**src/rtl/cpu_pkg.sv**
```systemverilog
// Shared datapath definitions: word/index widths, fixed register indices and
// the typedefs used by the register file, MXRegDst and the control unit.
package cpu_pkg;

    localparam int DATA_W = 32;
    localparam int ADDR_W = 5;

    typedef logic [ADDR_W-1:0] reg_idx_t;
    typedef logic [DATA_W-1:0] word_t;

    localparam reg_idx_t REG_ZERO = 5'd0;
    localparam reg_idx_t REG_RA   = 5'd31;

endpackage

```
**src/rtl/reg_file.sv**
```systemverilog
// 32-entry MIPS register file: two combinational read ports, one write port.
// Define REG_FILE_BYPASS_EN for write-through forwarding to same-cycle reads.
module reg_file
    import cpu_pkg::*;
#(
    parameter int DATA_W = cpu_pkg::DATA_W,
    parameter int ADDR_W = cpu_pkg::ADDR_W
) (
    input  logic              CLK,
    input  logic              RST_n,
    input  logic              RegWre,
    input  logic [ADDR_W-1:0] WriteReg,
    input  logic [DATA_W-1:0] WriteData,
    input  logic [ADDR_W-1:0] ReadReg1,
    input  logic [ADDR_W-1:0] ReadReg2,
    output logic [DATA_W-1:0] ReadData1,
    output logic [DATA_W-1:0] ReadData2
);

    localparam int DEPTH = 1 << ADDR_W;
    localparam logic [ADDR_W-1:0] IDX_ZERO = ADDR_W'(REG_ZERO);

    logic [DATA_W-1:0] regs [DEPTH];
    logic              wr_en;
    logic              fwd1;
    logic              fwd2;

    // $0 is hard-wired: a write aimed at it never reaches storage.
    assign wr_en = RegWre && (WriteReg != IDX_ZERO);

    always_ff @(posedge CLK or negedge RST_n) begin
        if (!RST_n) begin
            for (int i = 0; i < DEPTH; i++) begin
                regs[i] <= '0;
            end
        end else if (wr_en) begin
            regs[WriteReg] <= WriteData;
        end
    end

`ifdef REG_FILE_BYPASS_EN
    // Forwarding is suppressed under reset so reads stay 0 while RST_n is low.
    assign fwd1 = RST_n && wr_en && (ReadReg1 == WriteReg);
    assign fwd2 = RST_n && wr_en && (ReadReg2 == WriteReg);
`else
    assign fwd1 = 1'b0;
    assign fwd2 = 1'b0;
`endif

    always_comb begin
        ReadData1 = '0;
        if (ReadReg1 != IDX_ZERO) begin
            ReadData1 = fwd1 ? WriteData : regs[ReadReg1];
        end
    end

    always_comb begin
        ReadData2 = '0;
        if (ReadReg2 != IDX_ZERO) begin
            ReadData2 = fwd2 ? WriteData : regs[ReadReg2];
        end
    end

endmodule
```
**config.mk**
```make
export PLATFORM = sky130hd
export DESIGN_NAME = reg_file
export DESIGN_NICKNAME = d
export VERILOG_FILES = /design/src/rtl/cpu_pkg.sv /design/src/rtl/reg_file.sv
export SDC_FILE = /design/constraint.sdc
export NUM_CORES = 2
export LEC_CHECK = 0
export BUFFER_PORTS_ARGS = -buffer_cell sky130_fd_sc_hd__buf_4
export CORE_MARGIN = 2
export CORE_UTILIZATION = 42
export DETAILED_ROUTE_END_ITERATION = 8
export PLACE_DENSITY_LB_ADDON = 0.3
export SETUP_SLACK_MARGIN = 0.1
export SYNTH_ARGS = -nofsm -noshare
export SYNTH_HDL_FRONTEND = slang
export SYNTH_SLANG_ARGS = --single-unit
export TNS_END_PERCENT = 50
```
**constraint.sdc**
```tcl
create_clock -name CLK -period 2.7 [get_ports CLK]
set_input_delay 0.54 -clock CLK [delete_from_list [all_inputs] [get_ports CLK]]
set_output_delay 0.54 -clock CLK [all_outputs]
set_load 0.01 [all_outputs]
```
==> summary by stage <==
Floorplanning
During I/O placement, the number of pins put on the boundary was around 110. The overall die area is 132,000 µm². The number of rows in the core area is about 130. The die is 364 µm tall. After floorplanning, the core was sized to cover ~130,000 µm². For this configuration, the core starts out at a cell density of a little over two fifths. In this run the horizontal extent of the chip is around 360 µm.

Placed design
The placed instances occupy a cell area of 60,900 µm². The count of buffers added on input and output ports is 113. After legalization and detailed placement, the total HPWL measured 113,000 µm.

The last weighted congestion value of the routability-driven placer is around 0.83. The setup slack at placement is -0.677 ns.

Clock tree
CTS saw 1,024 sinks. The total number of H-tree levels is 3. The clock slew seen by the registers of the worst setup and hold paths is 0.06 ns. The number of buffers inserted during clock tree synthesis is 112. The buffer depth of the longest clock path is 3.

TritonCTS built the clock tree. The CTS root buffer is sky130_fd_sc_hd__clkbuf_16. Clock latency on the worst-skew pair, taken at its later pin, is just over 0.7 ns.

STA
The largest clock skew in the final design is 0 ns. The worst-margin pin slew is 0.802 ns. For this run, the top clock speed supported by timing is 331 MHz.

The number of max-slew violations in the final report is 0. Setup repair after global routing could not meet its margin everywhere. Hold is met by 0.244 ns. The final setup violation count is 64. The final worst-path cycle share is 112%. The count of final hold-check violations is 0.

Measured against its own limit, the worst slew margin works out to 46.5%. The shortest period the worst path allows is between 3 and 4 ns. In the post-route analysis, the smallest setup slack over all paths is -0.325 ns.

Global routing
The number of global-route vias before repair is about 38k. The overflow left after global routing is 0. The number of antenna violations at the first check in global routing is 6. Entering global routing, the biggest net connects 131 pins. For this run, the total global-route usage over all layers was measured as 27.5%. The first global-routing pass estimated 265,000 µm of wire.

Critical path
Broken down by cell family, the worst path's largest delay share belongs to buffers and inverters. In this run the critical register-to-register path is launched from regs[753]. The terminus of the critical flop-to-flop path is regs[753]. The worst path buffer plus inverter count is 5.

The endpoint arrival time on the critical path is 2.49 ns. The cell with the largest stage delay on the worst path is sky130_fd_sc_hd__mux4_2. The worst path required time is around 2.2 ns. Tracing the worst setup path back leads to its startpoint at ReadReg2[1]. The critical path endpoint category is an output pin. The kind of critical path is primary input to output pin.

The longest individual stage delay on the worst path is 0.50 ns. The worst register-to-register path has a depth of 2. The highest fanout seen on the critical path is 10. The worst register-to-register path has a setup slack of approximately 1.8 ns. The worst setup path is launched from a primary input. The critical path goes through buf_16 > buf_12 > buf_12 > mux4_2 > mux2_4 > o21ai_4 > a311oi_2 > buf_4 > buf_6.

The most common cell type on the critical path is sky130_fd_sc_hd__buf_12.

Route
The final layout contains routed wiring with a total length of around 180,000 µm. The detailed-route via count is 36.3k. The number of vias per cell after detailed routing is about 6.3.

Once detail routing completed, the nets flagged for antenna violations numbered 0. In the routed design, unresolved DRC markers number 0. The first detailed-routing pass ran for 5 iterations. For this block, the initial DRC count from the detailed router was about 2.9k. The average routed wire per standard cell is 31.3 µm.

Layout
In the final design database the tool counted 3,987 nets. In the final layout, the registers with the most flip-flops are regs (1024). The top register by number of flip-flops is regs. The number of filler instances in the final layout is ~11k.

The share of cells above drive strength 1 is 64.1%. The post-synthesis to final-layout area growth is 23.1%. The register with the most flip-flops in the layout has slightly above 1k of them. The finished cells cover 66,900 µm².

Power and ir drop
The sequential group share of total power is roughly 44%. The areal power density over the cells is 694 nW/µm². The power dissipated by switching net loads is ~13,000 µW.

IR analysis of the VDD net gives a maximum drop of 0.546 mV. Combinational logic burns between 20% and 30% of the power. The switching fraction of total power is 27.4%. The clock network burns roughly 33% of the power.

The cell internal power dissipation is 33,700 µW. The leakage power figure is 0.0288 µW.

Synthesis
The post-synthesis cell area is 54,400 µm². The cell count after synthesis came out at 3,620. The number of distinct standard cells referenced by the synthesized netlist is 34. Of the synthesized area, sequential elements account for 47.1%. Synthesis inferred 1,024 register bits.

The synthesized net count is 3,670. During synthesis, Yosys emitted a total of 0 warnings. The post-synthesis average cell area is 15.0 µm².

Run status
The flow ran to the end, but the final reports show violations. The final reports fail on negative setup slack.

Run
The tool flagged a number of max-cap violations equal to 0.

Min path
The tightest min-delay check is of the primary input to asynchronous set/reset pin type.
[how the worst max path moves through the flow]
stage	end	cells past startpoint
after global routing	ReadData2[30]	7
final	ReadData2[2]	9
after CTS	ReadData2[15]	6
after floorplan	ReadData2[10]	7
after global placement	ReadData1[13]	9
after detailed placement	ReadData1[30]	9
[cells in the mapped netlist]
cell,count,area (µm²)
sky130_fd_sc_hd__mux2_2,1046,11800
sky130_fd_sc_hd__dfrtp_1,1024,25600
sky130_fd_sc_hd__mux4_2,448,10100
sky130_fd_sc_hd__clkbuf_1,225,845
sky130_fd_sc_hd__buf_2,169,846
sky130_fd_sc_hd__mux2i_1,128,1280
sky130_fd_sc_hd__o21ai_0,103,515
sky130_fd_sc_hd__nor2b_1,71,444
sky130_fd_sc_hd__a211oi_1,64,480
sky130_fd_sc_hd__a22oi_1,64,480
sky130_fd_sc_hd__a311oi_1,64,561
sky130_fd_sc_hd__a221oi_1,48,420
sky130_fd_sc_hd__nand2_1,45,169
sky130_fd_sc_hd__buf_4,32,240
sky130_fd_sc_hd__nor2_1,19,71.3
sky130_fd_sc_hd__o2111ai_1,16,140
sky130_fd_sc_hd__mux2_1,10,113
sky130_fd_sc_hd__o21ai_1,9,45.0
sky130_fd_sc_hd__buf_1,5,18.8
sky130_fd_sc_hd__nand2b_1,5,31.3
sky130_fd_sc_hd__nand4b_1,3,26.3
sky130_fd_sc_hd__nor3_1,3,15.0
sky130_fd_sc_hd__or3_1,3,18.8
sky130_fd_sc_hd__and2_1,2,12.5
sky130_fd_sc_hd__inv_1,2,7.51
sky130_fd_sc_hd__nor3b_1,2,15.0
sky130_fd_sc_hd__or2_2,2,12.5
sky130_fd_sc_hd__or4_1,2,15.0
sky130_fd_sc_hd__and3_1,1,6.26
sky130_fd_sc_hd__buf_6,1,11.3
sky130_fd_sc_hd__clkbuf_2,1,5.00
sky130_fd_sc_hd__nand3_1,1,5.00
sky130_fd_sc_hd__nand4_1,1,6.26
sky130_fd_sc_hd__nor4_2,1,12.5
[cell type report]
cell class                      count  area [µm²]  area share (%)
Timing Repair Buffer              634        6910            10.3
Clock buffer                      173        3390            5.07
Multi-Input combinational cell   2163       28500            42.6
Antenna cell                        2        5.00         0.00748
Sequential cell                  1024       25600            38.3
Inverter                            2        12.5          0.0187
Tap cell                         1742        2180            3.26
Clock inverter                     28         263           0.393
[timing repair]
action	CTS	global route
cloned	5	3
hold endpoints to repair	72	0
setup endpoints to repair	64	64
pin swaps	62	44
setup buffers	24	15
hold buffers	1	0
gates resized for setup	340	119
[per-layer routing]
layer  vias to the layer above  wire length, µm  GRT usage [%]
met4                         8             7170           11.3
li1                      14700                -              -
met5                         -              119              0
met2                      1503            85800           43.8
met1                     19700            73300           36.5
met3                       387            14200           6.12
[power groups by stage]
| stage | Combinational [µW] | Sequential [µW] | Clock [µW] |
|---|---|---|---|
| after floorplan | 6800 | 19800 | 0 |
| after global placement | 9410 | 20400 | 0 |
| after detailed placement | 9610 | 20600 | 0 |
| after CTS | 10300 | 20300 | 15600 |
| after global routing | 11200 | 20800 | 16200 |
| final | 10600 | 20400 | 15400 |
[cell families (layout without fill, tap and decap cells)]
group / Yosys count / count (layout) / share of synthesized area (%)
muxes: 1632 / 1632 / 42.8
DFF: 1024 / 1024 / 47.1
buffers and inverters: 435 / 837 / 3.63
AOI/OAI and AO/OA: 368 / 368 / 4.86
and+or+nand+nor: 161 / 163 / 1.58
other: 0 / 2 / 0
[placed cells by master, fill, tap and decap left out, types with 23 or more instances in the layout]
| cell | Yosys | layout |
|---|---|---|
| sky130_fd_sc_hd__a221oi_2 | 0 | 30 |
| sky130_fd_sc_hd__clkbuf_8 | 0 | 32 |
| sky130_fd_sc_hd__o21ai_2 | 0 | 54 |
| sky130_fd_sc_hd__buf_12 | 0 | 127 |
| sky130_fd_sc_hd__o21ai_1 | 9 | 31 |
| sky130_fd_sc_hd__dfrtp_1 | 1024 | 1024 |
| sky130_fd_sc_hd__mux2i_1 | 128 | 126 |
| sky130_fd_sc_hd__mux2_2 | 1046 | 1008 |
| sky130_fd_sc_hd__clkbuf_16 | 0 | 117 |
| sky130_fd_sc_hd__nand2_1 | 45 | 34 |
| sky130_fd_sc_hd__a22oi_1 | 64 | 41 |
| sky130_fd_sc_hd__nor2b_1 | 71 | 61 |
| sky130_fd_sc_hd__a22oi_2 | 0 | 23 |
| sky130_fd_sc_hd__mux2_4 | 0 | 38 |
| sky130_fd_sc_hd__buf_6 | 1 | 38 |
| sky130_fd_sc_hd__mux4_2 | 448 | 448 |
| sky130_fd_sc_hd__a211oi_2 | 0 | 53 |
| sky130_fd_sc_hd__a311oi_2 | 0 | 38 |
| sky130_fd_sc_hd__buf_4 | 32 | 443 |
| sky130_fd_sc_hd__clkbuf_1 | 225 | 27 |
[stage by stage]
| step | cells | power (µW) | setup TNS, ns | util [%] |
|---|---|---|---|---|
| floorplan | 3620 | 26600 | 0 | - |
| global placement | 5517 | 29900 | -26.51 | 47.2 |
| CTS | 5748 | 46300 | -15.98 | 51.3 |
| finish | 5768 | 46400 | -15.06 | 51.9 |
| global route | 5768 | 48300 | -18.03 | 51.9 |
| detailed placement | 5517 | 30200 | -26.10 | 47.2 |
Note: power is estimated with default switching activity, not from simulation.
